`src/rtl/mc_defs.sv`:
```
// Shared encodings for the multicycle MIPS control unit: FSM states, opcodes,
// funct codes, ALU operation classes and ALU control values.
package mc_defs;

  typedef enum logic [3:0] {
    StFetch   = 4'd0,
    StDecode  = 4'd1,
    StMemAdr  = 4'd2,
    StMemRd   = 4'd3,
    StMemWb   = 4'd4,
    StMemWr   = 4'd5,
    StExecute = 4'd6,
    StAluWb   = 4'd7,
    StBranch  = 4'd8,
    StAddiEx  = 4'd9,
    StAddiWb  = 4'd10,
    StJump    = 4'd11
  } state_e;

  localparam logic [5:0] OpRtype = 6'b000000;
  localparam logic [5:0] OpLw    = 6'b100011;
  localparam logic [5:0] OpSw    = 6'b101011;
  localparam logic [5:0] OpBeq   = 6'b000100;
  localparam logic [5:0] OpAddi  = 6'b001000;
  localparam logic [5:0] OpJ     = 6'b000010;

  localparam logic [5:0] FnAdd = 6'h20;
  localparam logic [5:0] FnSub = 6'h22;
  localparam logic [5:0] FnAnd = 6'h24;
  localparam logic [5:0] FnOr  = 6'h25;
  localparam logic [5:0] FnSlt = 6'h2a;

  typedef enum logic [1:0] {
    AluopAdd   = 2'b00,
    AluopSub   = 2'b01,
    AluopFunct = 2'b10
  } aluop_e;

  localparam logic [2:0] AluAdd = 3'b010;
  localparam logic [2:0] AluSub = 3'b110;
  localparam logic [2:0] AluAnd = 3'b000;
  localparam logic [2:0] AluOr  = 3'b001;
  localparam logic [2:0] AluSlt = 3'b111;

  function automatic logic op_supported(input logic [5:0] op);
    return (op == OpRtype) || (op == OpLw) || (op == OpSw) ||
           (op == OpBeq) || (op == OpAddi) || (op == OpJ);
  endfunction

endpackage

```
`src/rtl/mc_aludec.sv`:
```
// ALU decoder: maps the ALU operation class and funct field to an ALU control
// code, flagging funct values the ALU does not implement.
module mc_aludec
  import mc_defs::*;
(
  input  aluop_e      aluop,
  input  logic [5:0]  funct,
  output logic [2:0]  alucontrol,
  output logic        badfunct
);

  always_comb begin
    alucontrol = AluAdd;
    badfunct   = 1'b0;
    unique case (aluop)
      AluopAdd: alucontrol = AluAdd;
      AluopSub: alucontrol = AluSub;
      AluopFunct: begin
        unique case (funct)
          FnAdd:   alucontrol = AluAdd;
          FnSub:   alucontrol = AluSub;
          FnAnd:   alucontrol = AluAnd;
          FnOr:    alucontrol = AluOr;
          FnSlt:   alucontrol = AluSlt;
          default: begin
            alucontrol = AluAdd;
            badfunct   = 1'b1;
          end
        endcase
      end
      default: alucontrol = AluAdd;
    endcase
  end

endmodule

```
`src/rtl/mc_controller.sv`:
```
// Multicycle MIPS main controller: Moore FSM sequencing fetch, decode, execute,
// memory and writeback, driving every datapath select and write enable.
module mc_controller
  import mc_defs::*;
(
  input  logic       clk,
  input  logic       rst,
  input  logic [5:0] op,
  input  logic [5:0] funct,
  input  logic       zero,
  output logic       pcen,
  output logic       iord,
  output logic       memwrite,
  output logic       irwrite,
  output logic       regdst,
  output logic       memtoreg,
  output logic       regwrite,
  output logic       alusrca,
  output logic [1:0] alusrcb,
  output logic [1:0] pcsrc,
  output logic [2:0] alucontrol,
  output logic       illegal
);

  state_e state_q;
  state_e st;
  aluop_e aluop;
  logic   pcwrite, branch, irwrite_raw, memwrite_raw, regwrite_raw, badfunct;

  always_ff @(posedge clk) begin
    if (rst) begin
      state_q <= StFetch;
    end else begin
      case (state_q)
        StFetch: state_q <= StDecode;
        StDecode: begin
          case (op)
            OpLw, OpSw: state_q <= StMemAdr;
            OpRtype:    state_q <= StExecute;
            OpBeq:      state_q <= StBranch;
            OpAddi:     state_q <= StAddiEx;
            OpJ:        state_q <= StJump;
            default:    state_q <= StFetch;
          endcase
        end
        StMemAdr:  state_q <= (op == OpLw) ? StMemRd : StMemWr;
        StMemRd:   state_q <= StMemWb;
        StExecute: state_q <= StAluWb;
        StAddiEx:  state_q <= StAddiWb;
        default:   state_q <= StFetch;
      endcase
    end
  end

  // While reset is held the outputs look like FETCH, so an aborted instruction
  // cannot leak a select change; write enables are masked separately below.
  assign st = rst ? StFetch : state_q;

  always_comb begin
    iord         = 1'b0;
    regdst       = 1'b0;
    memtoreg     = 1'b0;
    alusrca      = 1'b0;
    alusrcb      = 2'b00;
    pcsrc        = 2'b00;
    aluop        = AluopAdd;
    pcwrite      = 1'b0;
    branch       = 1'b0;
    irwrite_raw  = 1'b0;
    memwrite_raw = 1'b0;
    regwrite_raw = 1'b0;
    unique case (st)
      StFetch: begin
        alusrcb     = 2'b01;
        irwrite_raw = 1'b1;
        pcwrite     = 1'b1;
      end
      StDecode: alusrcb = 2'b11;
      StMemAdr: begin
        alusrca = 1'b1;
        alusrcb = 2'b10;
      end
      StMemRd: iord = 1'b1;
      StMemWb: begin
        memtoreg     = 1'b1;
        regwrite_raw = 1'b1;
      end
      StMemWr: begin
        iord         = 1'b1;
        memwrite_raw = 1'b1;
      end
      StExecute: begin
        alusrca = 1'b1;
        aluop   = AluopFunct;
      end
      StAluWb: begin
        regdst       = 1'b1;
        regwrite_raw = 1'b1;
      end
      StBranch: begin
        alusrca = 1'b1;
        aluop   = AluopSub;
        pcsrc   = 2'b01;
        branch  = 1'b1;
      end
      StAddiEx: begin
        alusrca = 1'b1;
        alusrcb = 2'b10;
      end
      StAddiWb: regwrite_raw = 1'b1;
      StJump: begin
        pcsrc   = 2'b10;
        pcwrite = 1'b1;
      end
      default: ;
    endcase
  end

  mc_aludec u_aludec (
    .aluop      (aluop),
    .funct      (funct),
    .alucontrol (alucontrol),
    .badfunct   (badfunct)
  );

  assign pcen     = ~rst & (pcwrite | (branch & zero));
  assign irwrite  = ~rst & irwrite_raw;
  assign memwrite = ~rst & memwrite_raw;
  assign regwrite = ~rst & regwrite_raw;
  assign illegal  = ((st == StDecode) & ~op_supported(op)) | ((st == StExecute) & badfunct);

endmodule

```
`config.mk`:
```
export PLATFORM = sky130hd
export DESIGN_NAME = mc_controller
export DESIGN_NICKNAME = d
export VERILOG_FILES = /design/src/rtl/mc_defs.sv /design/src/rtl/mc_aludec.sv /design/src/rtl/mc_controller.sv
export SDC_FILE = /design/constraint.sdc
export NUM_CORES = 1
export LEC_CHECK = 0
export BUFFER_PORTS_ARGS = -buffer_cell sky130_fd_sc_hd__buf_2
export CAP_MARGIN = 20
export CORE_MARGIN = 4
export CORE_UTILIZATION = 44
export CTS_CLUSTER_SIZE = 28
export DETAILED_ROUTE_END_ITERATION = 12
export GPL_TIMING_DRIVEN = 0
export HOLD_SLACK_MARGIN = 0.05
export PLACE_DENSITY = 0.75
export SLEW_MARGIN = 10
export SYNTH_ARGS = -nofsm -noshare
export SYNTH_HDL_FRONTEND = slang
export SYNTH_HIERARCHICAL = 1
export SYNTH_SLANG_ARGS = --single-unit
```
`constraint.sdc`:
```
create_clock -name clk -period 2.1 [get_ports clk]
set_clock_uncertainty 0.05 [all_clocks]
set_input_delay 0.105 -clock clk [delete_from_list [all_inputs] [get_ports clk]]
set_output_delay 0.105 -clock clk [all_outputs]
set_load 0.01 [all_outputs]
```
==> results of run 1 <==
## timing repair
action	in CTS	in global routing
pin swaps	1	0
endpoints found under the setup margin	3	3
hold buffers	1	0
endpoints found under the hold margin	1	0
resized for setup	5	6
setup buffers	1	0
## cell families (layout without fill, tap and decap cells)
family	Yosys count	after routing	synth area share (%)
AOI/OAI and AO/OA	22	22	25.57
xor gates and xnor gates	2	2	2.864
adders and majority gates	2	2	4.089
buffers and inverters	13	48	8.795
DFF	4	4	13.09
muxes	1	1	1.636
and+or+nand+nor	46	46	43.97
## how the worst max path moves through the flow
stage	depth (start not counted)	startpoint	end	slack, ps
after CTS	7	state_q[2]	alucontrol[2]	10
after floorplan	6	state_q[1]	alucontrol[1]	290
after global routing	7	state_q[0]	alucontrol[1]	-6
final	7	state_q[3]	alucontrol[2]	80
after detailed placement	7	state_q[0]	alucontrol[2]	50
after global placement	7	state_q[0]	alucontrol[2]	90
## power groups by stage
stage	clock [mW]	combinational (mW)	sequential, mW
floorplan	0	0.0418	0.0813
global placement	0	0.0751	0.0817
detailed placement	0	0.0777	0.0818
CTS	0.101	0.0819	0.0805
global route	0.109	0.0923	0.0812
finish	0.0962	0.0829	0.0809
## area by class of cell
| class | instances | area [um^2] | share of cell area (%) |
|---|---|---|---|
| sequential | 4 | 80.08 | 9.156 |
| multi-input combinational | 73 | 530.5 | 60.66 |
| tap | 15 | 18.77 | 2.146 |
| inverter | 7 | 26.28 | 3.004 |
| clock buffer | 3 | 22.52 | 2.575 |
| buffer | 6 | 28.78 | 3.290 |
| timing repair buffer | 32 | 167.7 | 19.17 |
## worst max-delay path, cell delays in order, from the launching register on
cell and delay [ps]:
sky130_fd_sc_hd__dfxtp_1 400, sky130_fd_sc_hd__nand2b_4 100, sky130_fd_sc_hd__nor4_4 300, sky130_fd_sc_hd__inv_1 110, sky130_fd_sc_hd__ha_4 290, sky130_fd_sc_hd__nor2b_1 40
sky130_fd_sc_hd__a32o_1 250, sky130_fd_sc_hd__buf_2 140
## per-layer routing
metal | global-route usage (%) | vias up | share of wire (%)
li1 | - | 401 | -
met1 | 24.05 | 377 | 40
met2 | 33.05 | 33 | 50
met3 | 5.976 | 2 | 9.4
met4 | 5.848 | 0 | 0.91
met5 | 0 | - | 0
## cell usage in the layout (no fill, tap or decap), drive strengths merged, types with 2 or more instances in the layout
cell type,netlist,final
a21oi,6,6
a31oi,3,3
and4bb,2,2
buf,4,35
clkbuf,2,5
dfxtp,4,4
ha,2,2
inv,7,7
nand2,3,3
nand2b,4,4
nor2,12,12
nor2b,3,3
nor3,9,9
nor4,3,3
o21ai,2,2
or4,2,2
## stage by stage
step | power, mW | cell area, um^2 | std cells
5_1_grt | 0.2828 | 874.6 | 140
2_1_floorplan | 0.1231 | 611.8 | 90
4_1_cts | 0.2633 | 842.1 | 140
3_3_place_gp | 0.1567 | 780.7 | 135
6_report | 0.2599 | 874.6 | 140
3_5_place_dp | 0.1595 | 780.7 | 135
==> metrics.md, run 1 <==
| Metric | Value |
|---|---|
| Most frequent cells after synthesis | 12 x sky130_fd_sc_hd__nor2_1, 9 x sky130_fd_sc_hd__nor3_1, 7 x sky130_fd_sc_hd__inv_1 |
| Slew Limit Fails | 0 |
| Worst hold path class | input port to flop |
| Maximum number of pins on one net before global-route repair | 11 |
| Worst slew slack as a fraction of its limit | between 60% and 70% |
| Final Core Density | between 60 and 70% |
| Maximum clock insertion buffer count | 2 |
| Worst R2R Start | state_q[3] |
| Global placement routability congestion | 0.7756 |
| Area of the core region | 0.001301 mm^2 |
| Sink Count | 4 |
| Maximum clock frequency | approximately 500 MHz |
| Max-cap check violation count | 0 |
| Register ranked first by flip-flop count | state_q |
| Top Ports | 31 |
| Transition time of the tightest slew-check pin | roughly 480 ps |
| Reg clk slew, reported paths | about 40 ps |
| Clock buffers created by TritonCTS | 3 |
| Synth area leader | sky130_fd_sc_hd__dfxtp_1 |
| Max reg flops | 4 |
| Number of distinct standard cells referenced by the synthesized netlist | 42 |
| Library cell with the highest instance count after synthesis | sky130_fd_sc_hd__nor2_1 |
| Logic gate share of total power | a little under a third |
| Via total after detailed routing | around 810 |
| Power density normalized to cell area | 297.2 mW/mm^2 |
| Post-synthesis instance area | ~610 um^2 |
| Share of layout cells above drive strength 1 | a little under two fifths |
| Total overflow reported by the global router | 0 |
| Crit path capture type | output port |
| Min Tclk post-route | about 2000 ps |
| P_int | approximately 0.18 mW |
| Status | finished, final reports clean |
| Post-synthesis sequential area ratio | between 10% and 20% |
| Top FF cell, synth | sky130_fd_sc_hd__dfxtp_1 |
| Post-synthesis to final-layout area growth | 42.94% |
| Global-route usage over all layers | around a fifth |
| Count of port buffers added during placement | 30 |
| Total of fill cells in the finished design | ~130 |
| Largest regs | state_q: 4 flops |
| Accumulated negative setup slack | 0 ps |
| Post-synth top area share | 13.09% |
| Width of the die | 45.29 um |
| Worst-case setup margin in the final layout | ~80 ps |
| Number of placement rows | 13 |
| Depth of the most critical reg-to-reg path | 5 |
| Terminus of the critical flop-to-flop path | state_q[1] |
| Ratio of routed vias to standard cells | about 5.8 |
| Initial standard-cell utilization of the core | between 40% and 50% |
| Number of DRC violations after detailed-routing iteration 0 | 16 |
| Synthesis-stage register bit count | 4 |
| Clock tree from TritonCTS | done |
| Switching Power | between 0.08 and 0.09 mW |
| Aggregate routed wire length | between 1500 and 2000 um |
| Worst vdd ir | between 0.2 and 0.3 mV |
| Number of cells produced by synthesis | 90 |
| Number of nets with antenna violations after detailed routing | 0 |
| Residual DRC count | 0 |
| Diodes inserted | 0 |
| Endpoint with the worst hold slack | state_q[2] |
| Start point of the worst hold path | op[4] |
| Worst setup slack for register-to-register paths | ~740 ps |
| Worst endpoint data arrival time | around 1900 ps |
| Routed wirelength normalized by instance count | 13.28 um |
| Max FO, Critical Path | 4 |
| Synth Net Count | 107 |
| Required time of the critical path | 1950 ps |
| Clock Latency Late Sink | between 200 and 250 ps |
| Type of element launching the critical path | flop |
| Number of synthesis warnings | 6 |
| Clock power frac | a little under two fifths |
| Reported leakage power | roughly 0.4 nW |
| Number of antenna violations at the first check in global routing | 0 |
| Number of levels in the clock H-tree | 1 |
| Post-synthesis area per instance | slightly below 7 um^2 |
| Die Footprint | 0.002051 mm^2 |
| Switching power share of the total | between 30% and 40% |
| Setup CP Type | flop to output port |
| Ranking of synthesized cells by area | sky130_fd_sc_hd__dfxtp_1 13%, sky130_fd_sc_hd__nor3_1 7.4%, sky130_fd_sc_hd__nor2_1 7.4%, sky130_fd_sc_hd__inv_1 4.3%, sky130_fd_sc_hd__a21oi_1 4.1% |
| Global-route wire length before repair | 3063 um |
| Proportion of synthesized flip-flops having asynchronous set or reset | 0% |
| First-pass DRT Iterations | 4 |
| Post-synth EDFFs | 0 |
| Via count of the first global-routing pass | approximately 750 |
| Hold Path Depth | 4 |
| Root buffer selected by CTS | sky130_fd_sc_hd__clkbuf_4 |
| Nets@finish | 144 |
| Share of the clock period used by the worst path after layout | 96.22% |
| Smallest hold slack | 186.5 ps |
| Detailed-placement wirelength estimate | 1421 um |
| Register share of total power | 31.1% |
| Setup slack at placement | about 45 ps |
| Height of the die | around 45 um |
| Count of endpoints failing setup in the final report | 0 |
| Hold violation total from the final report | 0 |
Power figures use the tool's default switching activity.
==> run 2: changes to the inputs <==
--- a/config.mk
+++ b/config.mk
@@ -14,6 +14,7 @@
 export GPL_TIMING_DRIVEN = 0
 export HOLD_SLACK_MARGIN = 0.05
 export PLACE_DENSITY = 0.75
+export REMOVE_ABC_BUFFERS = 1
 export SLEW_MARGIN = 10
 export SYNTH_ARGS = -nofsm -noshare
 export SYNTH_HDL_FRONTEND = slang
==> constraint.sdc (replaced) <==
create_clock -name clk -period 2.1 [get_ports clk]
set_clock_uncertainty 0.05 [all_clocks]
set_input_delay 0.42 -clock clk [delete_from_list [all_inputs] [get_ports clk]]
set_output_delay 0.42 -clock clk [all_outputs]
set_load 0.01 [all_outputs]
==> run 2 against run 1 <==
Net effect: the flow now finishes with violations (setup timing); cell area is 11% higher; non-clock buffer count increased by 3; fmax is 13% lower; die area stayed put; power increased by 0.62%; sequential cell count stayed put; clock-buffer cell count is the same; clock power is 1% higher; highest routed layer unchanged.
==> metrics.md, run 2 (synthesis results as in run 1) <==
| Metric | Value |
|---|---|
| Hold violation total from the final report | 0 (unchanged) |
| Via total after detailed routing | 831 (was 813) |
| Clock buffers created by TritonCTS | 3 (unchanged) |
| Max-cap check violation count | 0 (unchanged) |
| Global placement routability congestion | 0.8062 (was 0.7756) |
| Met2 Routed Length | 1076 um (was 925 um) |
| Global-route wire length before repair | 3153 um (was 3063 um) |
| Smallest hold slack | 449.1 ps (was 186.5 ps) |
| First-pass DRT Iterations | 4 (unchanged) |
| Worst vdd ir | 0.3569 mV (was 0.2594 mV) |
| Switching Power | 0.08704 mW (was 0.08220 mW) |
| Setup slack at placement | -300.0 ps (was 45.11 ps) |
| Height of the die | 45.29 um (unchanged) |
| Type of element launching the critical path | flop (unchanged) |
| Max FO, Critical Path | 3 (was 4) |
| Share of layout cells above drive strength 1 | 51.56% (was 38.40%) |
| Number of placement rows | 13 (unchanged) |
| Root buffer selected by CTS | sky130_fd_sc_hd__clkbuf_4 (unchanged) |
| Count of port buffers added during placement | 30 (unchanged) |
| Detailed-placement wirelength estimate | 1281 um (was 1421 um) |
| Largest regs | state_q: 4 flops (unchanged) |
| Worst endpoint data arrival time | 1850 ps (was 1870 ps) |
| Number of levels in the clock H-tree | 1 (unchanged) |
| Worst hold path class | input port to flop (unchanged) |
| Maximum number of pins on one net before global-route repair | 16 (was 11) |
| Share of the clock period used by the worst path after layout | 110.5% (was 96.22%) |
| Total of fill cells in the finished design | 96 (was 131) |
| Maximum clock frequency | 431.1 MHz (was 494.9 MHz) |
| Transition time of the tightest slew-check pin | 488.9 ps (was 484.2 ps) |
| Most common cell after layout, fill and taps aside | sky130_fd_sc_hd__buf_2 (unchanged) |
| Leading cell types in the layout, fill and taps excluded | 30 x sky130_fd_sc_hd__buf_2, 10 x sky130_fd_sc_hd__nor2_1, 10 x sky130_fd_sc_hd__buf_4 (was 32 x sky130_fd_sc_hd__buf_2, 11 x sky130_fd_sc_hd__nor2_1, 8 x sky130_fd_sc_hd__nor3_1) |
| Wire length the detailed router placed on met1 | 842 um (was 741 um) |
| Number of nets with antenna violations after detailed routing | 0 (unchanged) |
| Initial standard-cell utilization of the core | 47.02% (unchanged) |
| Total overflow reported by the global router | 0 (unchanged) |
| Max reg flops | 4 (unchanged) |
| Clock tree from TritonCTS | done (unchanged) |
| Top Ports | 31 (unchanged) |
| Switching power share of the total | 33.28% (was 31.63%) |
| Worst slew slack as a fraction of its limit | 67.34% (was 67.72%) |
| Violations in the final reports | setup timing |
| Via count of the first global-routing pass | 763 (was 749) |
| Ratio of routed vias to standard cells | 5.811 (was 5.807) |
| Detailed route wirelength on metal3 | 118 um (was 175 um) |
| Sink Count | 4 (unchanged) |
| Number of DRC violations after detailed-routing iteration 0 | 14 (was 16) |
| Aggregate routed wire length | 2087 um (was 1859 um) |
| Diodes inserted | 0 (unchanged) |
| Global-route usage over all layers | 20.52% (was 19.74%) |
| Status | finished, violations left (was finished, final reports clean) |
| Area of the core region | 0.001301 mm^2 (unchanged) |
| Routed wirelength normalized by instance count | 14.59 um (was 13.28 um) |
| Die Footprint | 0.002051 mm^2 (unchanged) |
| Number of antenna violations at the first check in global routing | 0 (unchanged) |
| Width of the die | 45.29 um (unchanged) |
| Logic gate share of total power | 33.2% (was 31.9%) |
| Min Tclk post-route | 2320 ps (was 2021 ps) |
| Required time of the critical path | 1630 ps (was 1950 ps) |
| Register ranked first by flip-flop count | state_q (unchanged) |
| Register share of total power | 29.5% (was 31.1%) |
| Nets@finish | 147 (was 144) |
| Clock power frac | 37.2% (was 37.0%) |
| P_int | 0.1745 mW (was 0.1777 mW) |
| Residual DRC count | 0 (unchanged) |
| Unrepaired setup endpoints after global routing | yes |
| Reg clk slew, reported paths | 40 ps (about the same) |
| Post-synthesis to final-layout area growth | 58.49% (was 42.94%) |
| Worst-case setup margin in the final layout | -219.6 ps (was 79.35 ps) |
| Setup CP Type | flop to output port (unchanged) |
| Count of endpoints failing setup in the final report | 4 (was 0) |
| Crit path capture type | output port (unchanged) |
| Clock Latency Late Sink | 240 ps (about the same) |
| Power density normalized to cell area | 269.7 mW/mm^2 (was 297.2 mW/mm^2) |
| Slew Limit Fails | 0 (unchanged) |
| Reported leakage power | 0.4264 nW (was 0.3923 nW) |
| Highest metal used | met4 (unchanged) |
| Maximum clock insertion buffer count | 2 (unchanged) |
[run 2: changes by cell type in the layout (fill, tap and decap cells not counted), moves of 2 or more]
cell                       change
sky130_fd_sc_hd__buf_4         +8
sky130_fd_sc_hd__inv_1         -2
sky130_fd_sc_hd__clkbuf_1      -2
sky130_fd_sc_hd__buf_2         -2
sky130_fd_sc_hd__inv_2         +2
sky130_fd_sc_hd__dfxtp_1       -4
sky130_fd_sc_hd__dfxtp_4       +4
[run 2: worst paths after layout]
kind	cells past startpoint	from	to	slack, ps
hold reg to reg	2	state_q[1]	state_q[0]	550
setup reg to reg	4	state_q[2]	state_q[2]	880
setup / recovery	7	state_q[2]	alucontrol[1]	-220
hold / removal	2	rst	state_q[1]	450
[run 2: cell type report]
class / instances / area [um^2] / area share (%)
sequential: 4 / 95.09 / 9.806
clock buffer: 3 / 22.52 / 2.323
inverter: 7 / 26.28 / 2.710
timing repair buffer: 41 / 236.5 / 24.39
multi-input combinational: 73 / 570.5 / 58.84
tap: 15 / 18.77 / 1.935
[run 2: critical path, cell delays in order, from the launching register on]
cell and delay (ps):
sky130_fd_sc_hd__dfxtp_4 350, sky130_fd_sc_hd__or3b_4 400, sky130_fd_sc_hd__nor2_4 130, sky130_fd_sc_hd__inv_1 80, sky130_fd_sc_hd__ha_4 170, sky130_fd_sc_hd__nor3_2 220, sky130_fd_sc_hd__a41oi_2 70, sky130_fd_sc_hd__buf_2 180
[run 2: power by group through the flow]
stage	Sequential (mW)	Combinational (mW)	Clock [mW]
6_report	0.0773	0.0869	0.0974
5_1_grt	0.0778	0.0958	0.110
2_1_floorplan	0.0851	0.0343	0
4_1_cts	0.0787	0.0807	0.0970
3_5_place_dp	0.0868	0.0695	0
3_3_place_gp	0.0867	0.0674	0
[run 2: stage by stage]
step           total power [mW]  std cells  area, um^2  setup TNS [ps]  utilization, %
4_1_cts                  0.2564        141       912.1          -431.9           70.10
6_report                 0.2615        143       969.7          -616.2           74.52
2_1_floorplan            0.1194         84       584.3          -689.0               -
3_3_place_gp             0.1541        129       753.2          -859.2           57.88
3_5_place_dp             0.1563        129       753.2          -937.4           57.88
5_1_grt                  0.2837        143       969.7          -889.8           74.52
[run 2: timing repair]
action	CTS	global route
hold buffers	0	0
setup endpoints to repair	4	4
endpoints found under the hold margin	0	0
gates resized for setup	20	10
pin swaps	7	3
setup buffers	9	3
[run 2: routing by layer]
| layer | global-route usage [%] | up-vias |
|---|---|---|
| met4 | 11.11 | 0 |
| li1 | - | 411 |
| met2 | 35.03 | 32 |
| met5 | 0 | - |
| met3 | 3.586 | 6 |
| met1 | 23.93 | 382 |
==> run 3: changes to the inputs <==
--- a/config.mk
+++ b/config.mk
@@ -5,15 +5,16 @@
 export SDC_FILE = /design/constraint.sdc
 export NUM_CORES = 1
 export LEC_CHECK = 0
+export ABC_AREA = 1
 export BUFFER_PORTS_ARGS = -buffer_cell sky130_fd_sc_hd__buf_2
 export CAP_MARGIN = 20
 export CORE_MARGIN = 4
-export CORE_UTILIZATION = 44
+export CORE_UTILIZATION = 45
 export CTS_CLUSTER_SIZE = 28
 export DETAILED_ROUTE_END_ITERATION = 12
 export GPL_TIMING_DRIVEN = 0
 export HOLD_SLACK_MARGIN = 0.05
-export PLACE_DENSITY = 0.75
+export PLACE_DENSITY = 0.74
 export REMOVE_ABC_BUFFERS = 1
 export SLEW_MARGIN = 10
 export SYNTH_ARGS = -nofsm -noshare
==> run 3 against run 2 <==
Net effect: the run still ends with setup timing left; synthesized cell count is 41% higher; via count is 26% higher; non-clock buffer count is 7 higher; sequential share of layout area is 1.5 points lower; worst hold slack better by 2.0 ps; worst setup slack worse by 14 ps; global-route usage is 2.6 points higher; register-to-register slack worse by 280 ps; clock-buffer cell count stayed put; critical endpoint unchanged; largest power group is now combinational logic; highest routed layer unchanged.
==> metrics.md, run 3 <==
| Metric | Value |
|---|---|
| Root buffer selected by CTS | sky130_fd_sc_hd__clkbuf_4 (unchanged) |
| Global-route usage over all layers | 23.15% (was 20.52%) |
| Clock tree from TritonCTS | done (unchanged) |
| Number of DRC violations after detailed-routing iteration 0 | 49 (was 14) |
| Top FF cell, synth | sky130_fd_sc_hd__dfxtp_1 (unchanged) |
| Die Footprint | 0.002186 mm^2 (was 0.002051 mm^2) |
| Global-route wire length before repair | 3684 um (was 3153 um) |
| Worst setup slack for register-to-register paths | 600 ps (was 880 ps) |
| Hold_buf cts | 0 (unchanged) |
| Aggregate routed wire length | 2878 um (was 2087 um) |
| Setup CP Type | flop to output port (unchanged) |
| Clock buffers created by TritonCTS | 3 (unchanged) |
| Share of the clock period used by the worst path after layout | 111.1% (was 110.5%) |
| Synthesis-stage register bit count | 4 (unchanged) |
| Violations in the final reports | setup timing (unchanged) |
| Most frequent cells after synthesis | 28 x sky130_fd_sc_hd__nor2_1, 24 x sky130_fd_sc_hd__nand2_1, 21 x sky130_fd_sc_hd__inv_1 (was 12 x sky130_fd_sc_hd__nor2_1, 9 x sky130_fd_sc_hd__nor3_1, 7 x sky130_fd_sc_hd__inv_1) |
| Number of synthesis warnings | 6 (unchanged) |
| Hold violation total from the final report | 0 (unchanged) |
| Transition time of the tightest slew-check pin | 275.9 ps (was 488.9 ps) |
| Ranking of synthesized cells by area | sky130_fd_sc_hd__nor2_1 16%, sky130_fd_sc_hd__nand2_1 13%, sky130_fd_sc_hd__nand3_1 13%, sky130_fd_sc_hd__dfxtp_1 12%, sky130_fd_sc_hd__inv_1 12% (was sky130_fd_sc_hd__dfxtp_1 13%, sky130_fd_sc_hd__nor3_1 7.4%, sky130_fd_sc_hd__nor2_1 7.4%, sky130_fd_sc_hd__inv_1 4.3%, sky130_fd_sc_hd__a21oi_1 4.1%) |
| Post-synth EDFFs | 0 (unchanged) |
| Number of levels in the clock H-tree | 1 (unchanged) |
| Required time of the critical path | 1630 ps (about the same) |
| Initial standard-cell utilization of the core | 50.05% (was 47.02%) |
| Status | finished, violations left (unchanged) |
| Height of the die | 46.75 um (was 45.29 um) |
| Setup slack at placement | -313.7 ps (was -300.0 ps) |
| Max FO, Critical Path | 2 (was 3) |
| Worst vdd ir | 0.2430 mV (was 0.3569 mV) |
| Reported leakage power | 0.5908 nW (was 0.4264 nW) |
| Top Ports | 31 (unchanged) |
| Min Tclk post-route | 2333 ps (was 2320 ps) |
| Number of antenna violations at the first check in global routing | 0 (unchanged) |
| Total overflow reported by the global router | 0 (unchanged) |
| Maximum number of pins on one net before global-route repair | 9 (was 16) |
| Post-synthesis instance area | 675.6 um^2 (was 611.8 um^2) |
| Slew Limit Fails | 0 (unchanged) |
| Most common cell after layout, fill and taps aside | sky130_fd_sc_hd__buf_2 (unchanged) |
| Nets@finish | 194 (was 147) |
| Library cell with the highest instance count after synthesis | sky130_fd_sc_hd__nor2_1 (unchanged) |
| Worst endpoint data arrival time | 1860 ps (was 1850 ps) |
| Max reg flops | 4 (unchanged) |
| Share of layout cells above drive strength 1 | 50.29% (was 51.56%) |
| Count of port buffers added during placement | 30 (unchanged) |
| Residual DRC count | 0 (unchanged) |
| Leading cell types in the layout, fill and taps excluded | 29 x sky130_fd_sc_hd__buf_2, 23 x sky130_fd_sc_hd__nor2_1, 18 x sky130_fd_sc_hd__nand2_1 (was 30 x sky130_fd_sc_hd__buf_2, 10 x sky130_fd_sc_hd__nor2_1, 10 x sky130_fd_sc_hd__buf_4) |
| Reg clk slew, reported paths | 30 ps (was 40 ps) |
| Largest regs | state_q: 4 flops (unchanged) |
| Post-synthesis sequential area ratio | 11.85% (was 13.09%) |
| Worst slew slack as a fraction of its limit | 81.59% (was 67.34%) |
| Area of the core region | 0.001350 mm^2 (was 0.001301 mm^2) |
| Detailed-placement wirelength estimate | 1467 um (was 1281 um) |
| Worst hold path class | input port to flop (unchanged) |
| Type of element launching the critical path | flop (unchanged) |
| Routed wirelength normalized by instance count | 15.15 um (was 14.59 um) |
| Clock Latency Late Sink | 220 ps (was 240 ps) |
| Synth area leader | sky130_fd_sc_hd__nor2_1 (was sky130_fd_sc_hd__dfxtp_1) |
| Power density normalized to cell area | 245.2 mW/mm^2 (was 269.7 mW/mm^2) |
| Width of the die | 46.75 um (was 45.29 um) |
| Number of placement rows | 13 (unchanged) |
| Global placement routability congestion | 0.8379 (was 0.8062) |
| Post-synthesis to final-layout area growth | 61.11% (was 58.49%) |
| Number of cells produced by synthesis | 127 (was 90) |
| Final std cells w/o fill | 190 (was 143) |
| Post-synth top area share | 15.56% (was 13.09%) |
| Placed Instances | 169 (was 129) |
| Maximum clock frequency | 428.6 MHz (was 431.1 MHz) |
| Number of distinct standard cells referenced by the synthesized netlist | 23 (was 42) |
| Register ranked first by flip-flop count | state_q (unchanged) |
| Diodes inserted | 0 (unchanged) |
| Post-synthesis area per instance | 5.320 um^2 (was 6.798 um^2) |
| Sink Count | 4 (unchanged) |
| Ratio of routed vias to standard cells | 5.489 (was 5.811) |
| Maximum clock insertion buffer count | 2 (unchanged) |
| Via total after detailed routing | 1043 (was 831) |
| Number of nets with antenna violations after detailed routing | 0 (unchanged) |
| First-pass DRT Iterations | 4 (unchanged) |
| Count of endpoints failing setup in the final report | 4 (unchanged) |
| Proportion of synthesized flip-flops having asynchronous set or reset | 0% (unchanged) |
| Total power draw | 0.2669 mW (was 0.2615 mW) |
| Via count of the first global-routing pass | 865 (was 763) |
| Final Core Density | 80.63% (was 74.52%) |
| Crit path capture type | output port (unchanged) |
| Unrepaired setup endpoints after global routing | yes (unchanged) |
| Max-cap check violation count | 0 (unchanged) |
| Worst-case setup margin in the final layout | -233.3 ps (was -219.6 ps) |
-- run 3: changes by cell type after synthesis, moves of 4 or more --
cell	delta
sky130_fd_sc_hd__inv_1	+14
sky130_fd_sc_hd__nand2_1	+21
sky130_fd_sc_hd__nand2b_1	-4
sky130_fd_sc_hd__nand3_1	+17
sky130_fd_sc_hd__nor2_1	+16
sky130_fd_sc_hd__nor3_1	-8
sky130_fd_sc_hd__o21ai_0	+4
-- run 3: report_power, final --
part | switching, mW | internal [mW] | total, mW
Clock | 0.0256 | 0.0635 | 0.0892
Combinational | 0.0573 | 0.0353 | 0.0926
Sequential | 0.00795 | 0.0771 | 0.0851
-- run 3: metrics by stage --
stage	hold WS, ps	TNS [ps]	cell area (um^2)
after CTS	433.9	-322.9	1036
after detailed placement	523.9	-591.4	827.0
after global routing	447.2	-847.9	1089
after floorplan	439.1	0	658.1
final	451.1	-653.3	1089
after global placement	524.4	-471.3	827.0
-- run 3: kinds of logic after synthesis --
| family | synth area share [%] |
|---|---|
| AND/OR/NAND/NOR | 58.71 |
| buffers and inverters | 15.93 |
| AO/OA/AOI/OAI | 9.816 |
| flip-flops | 11.85 |
| adder cells (fa/ha/maj) | 3.703 |
-- run 3: critical path, cell delays in order, from the launching register on --
cell and delay (ps):
sky130_fd_sc_hd__dfxtp_4 360, sky130_fd_sc_hd__inv_4 40, sky130_fd_sc_hd__nor2_4 110, sky130_fd_sc_hd__nand2_2 100, sky130_fd_sc_hd__nor3_4 160, sky130_fd_sc_hd__inv_2 70, sky130_fd_sc_hd__ha_4 160, sky130_fd_sc_hd__inv_2 60
sky130_fd_sc_hd__nor2_1 60, sky130_fd_sc_hd__nand3_1 120, sky130_fd_sc_hd__nand2_1 80, sky130_fd_sc_hd__nor2_2 110, sky130_fd_sc_hd__o21ai_2 60, sky130_fd_sc_hd__buf_2 130
-- run 3: layout make-up --
class / instances / area (um^2)
tap: 15 / 18.77
inverter: 24 / 92.59
timing repair buffer: 48 / 295.3
sequential: 4 / 90.09
clock buffer: 3 / 22.52
fill: 95 / 261.5
multi-input combinational: 96 / 569.3
-- run 3: routing by layer --
layer | share of wire, % | GRT usage, % | up-vias
met5 | 0 | 0 | -
met4 | 3.2 | 8.287 | 0
met3 | 9.4 | 4.598 | 14
met2 | 48 | 41.21 | 79
met1 | 39 | 27.46 | 454
li1 | - | - | 496
-- run 3: worst paths after layout --
check | start | endpoint | depth (start not counted)
worst min-delay path | rst | state_q[1] | 2
worst min register to register | state_q[0] | state_q[0] | 3
worst max register to register | state_q[3] | state_q[1] | 11
worst max-delay path | state_q[3] | alucontrol[1] | 13
-- run 3: what timing repair did --
| item | in CTS | in global routing |
|---|---|---|
| pin swaps | 9 | 9 |
| gates resized for setup | 23 | 11 |
| buffers inserted | 16 | 3 |
| gates cloned | 0 | 0 |
| endpoints found under the setup margin | 4 | 9 |
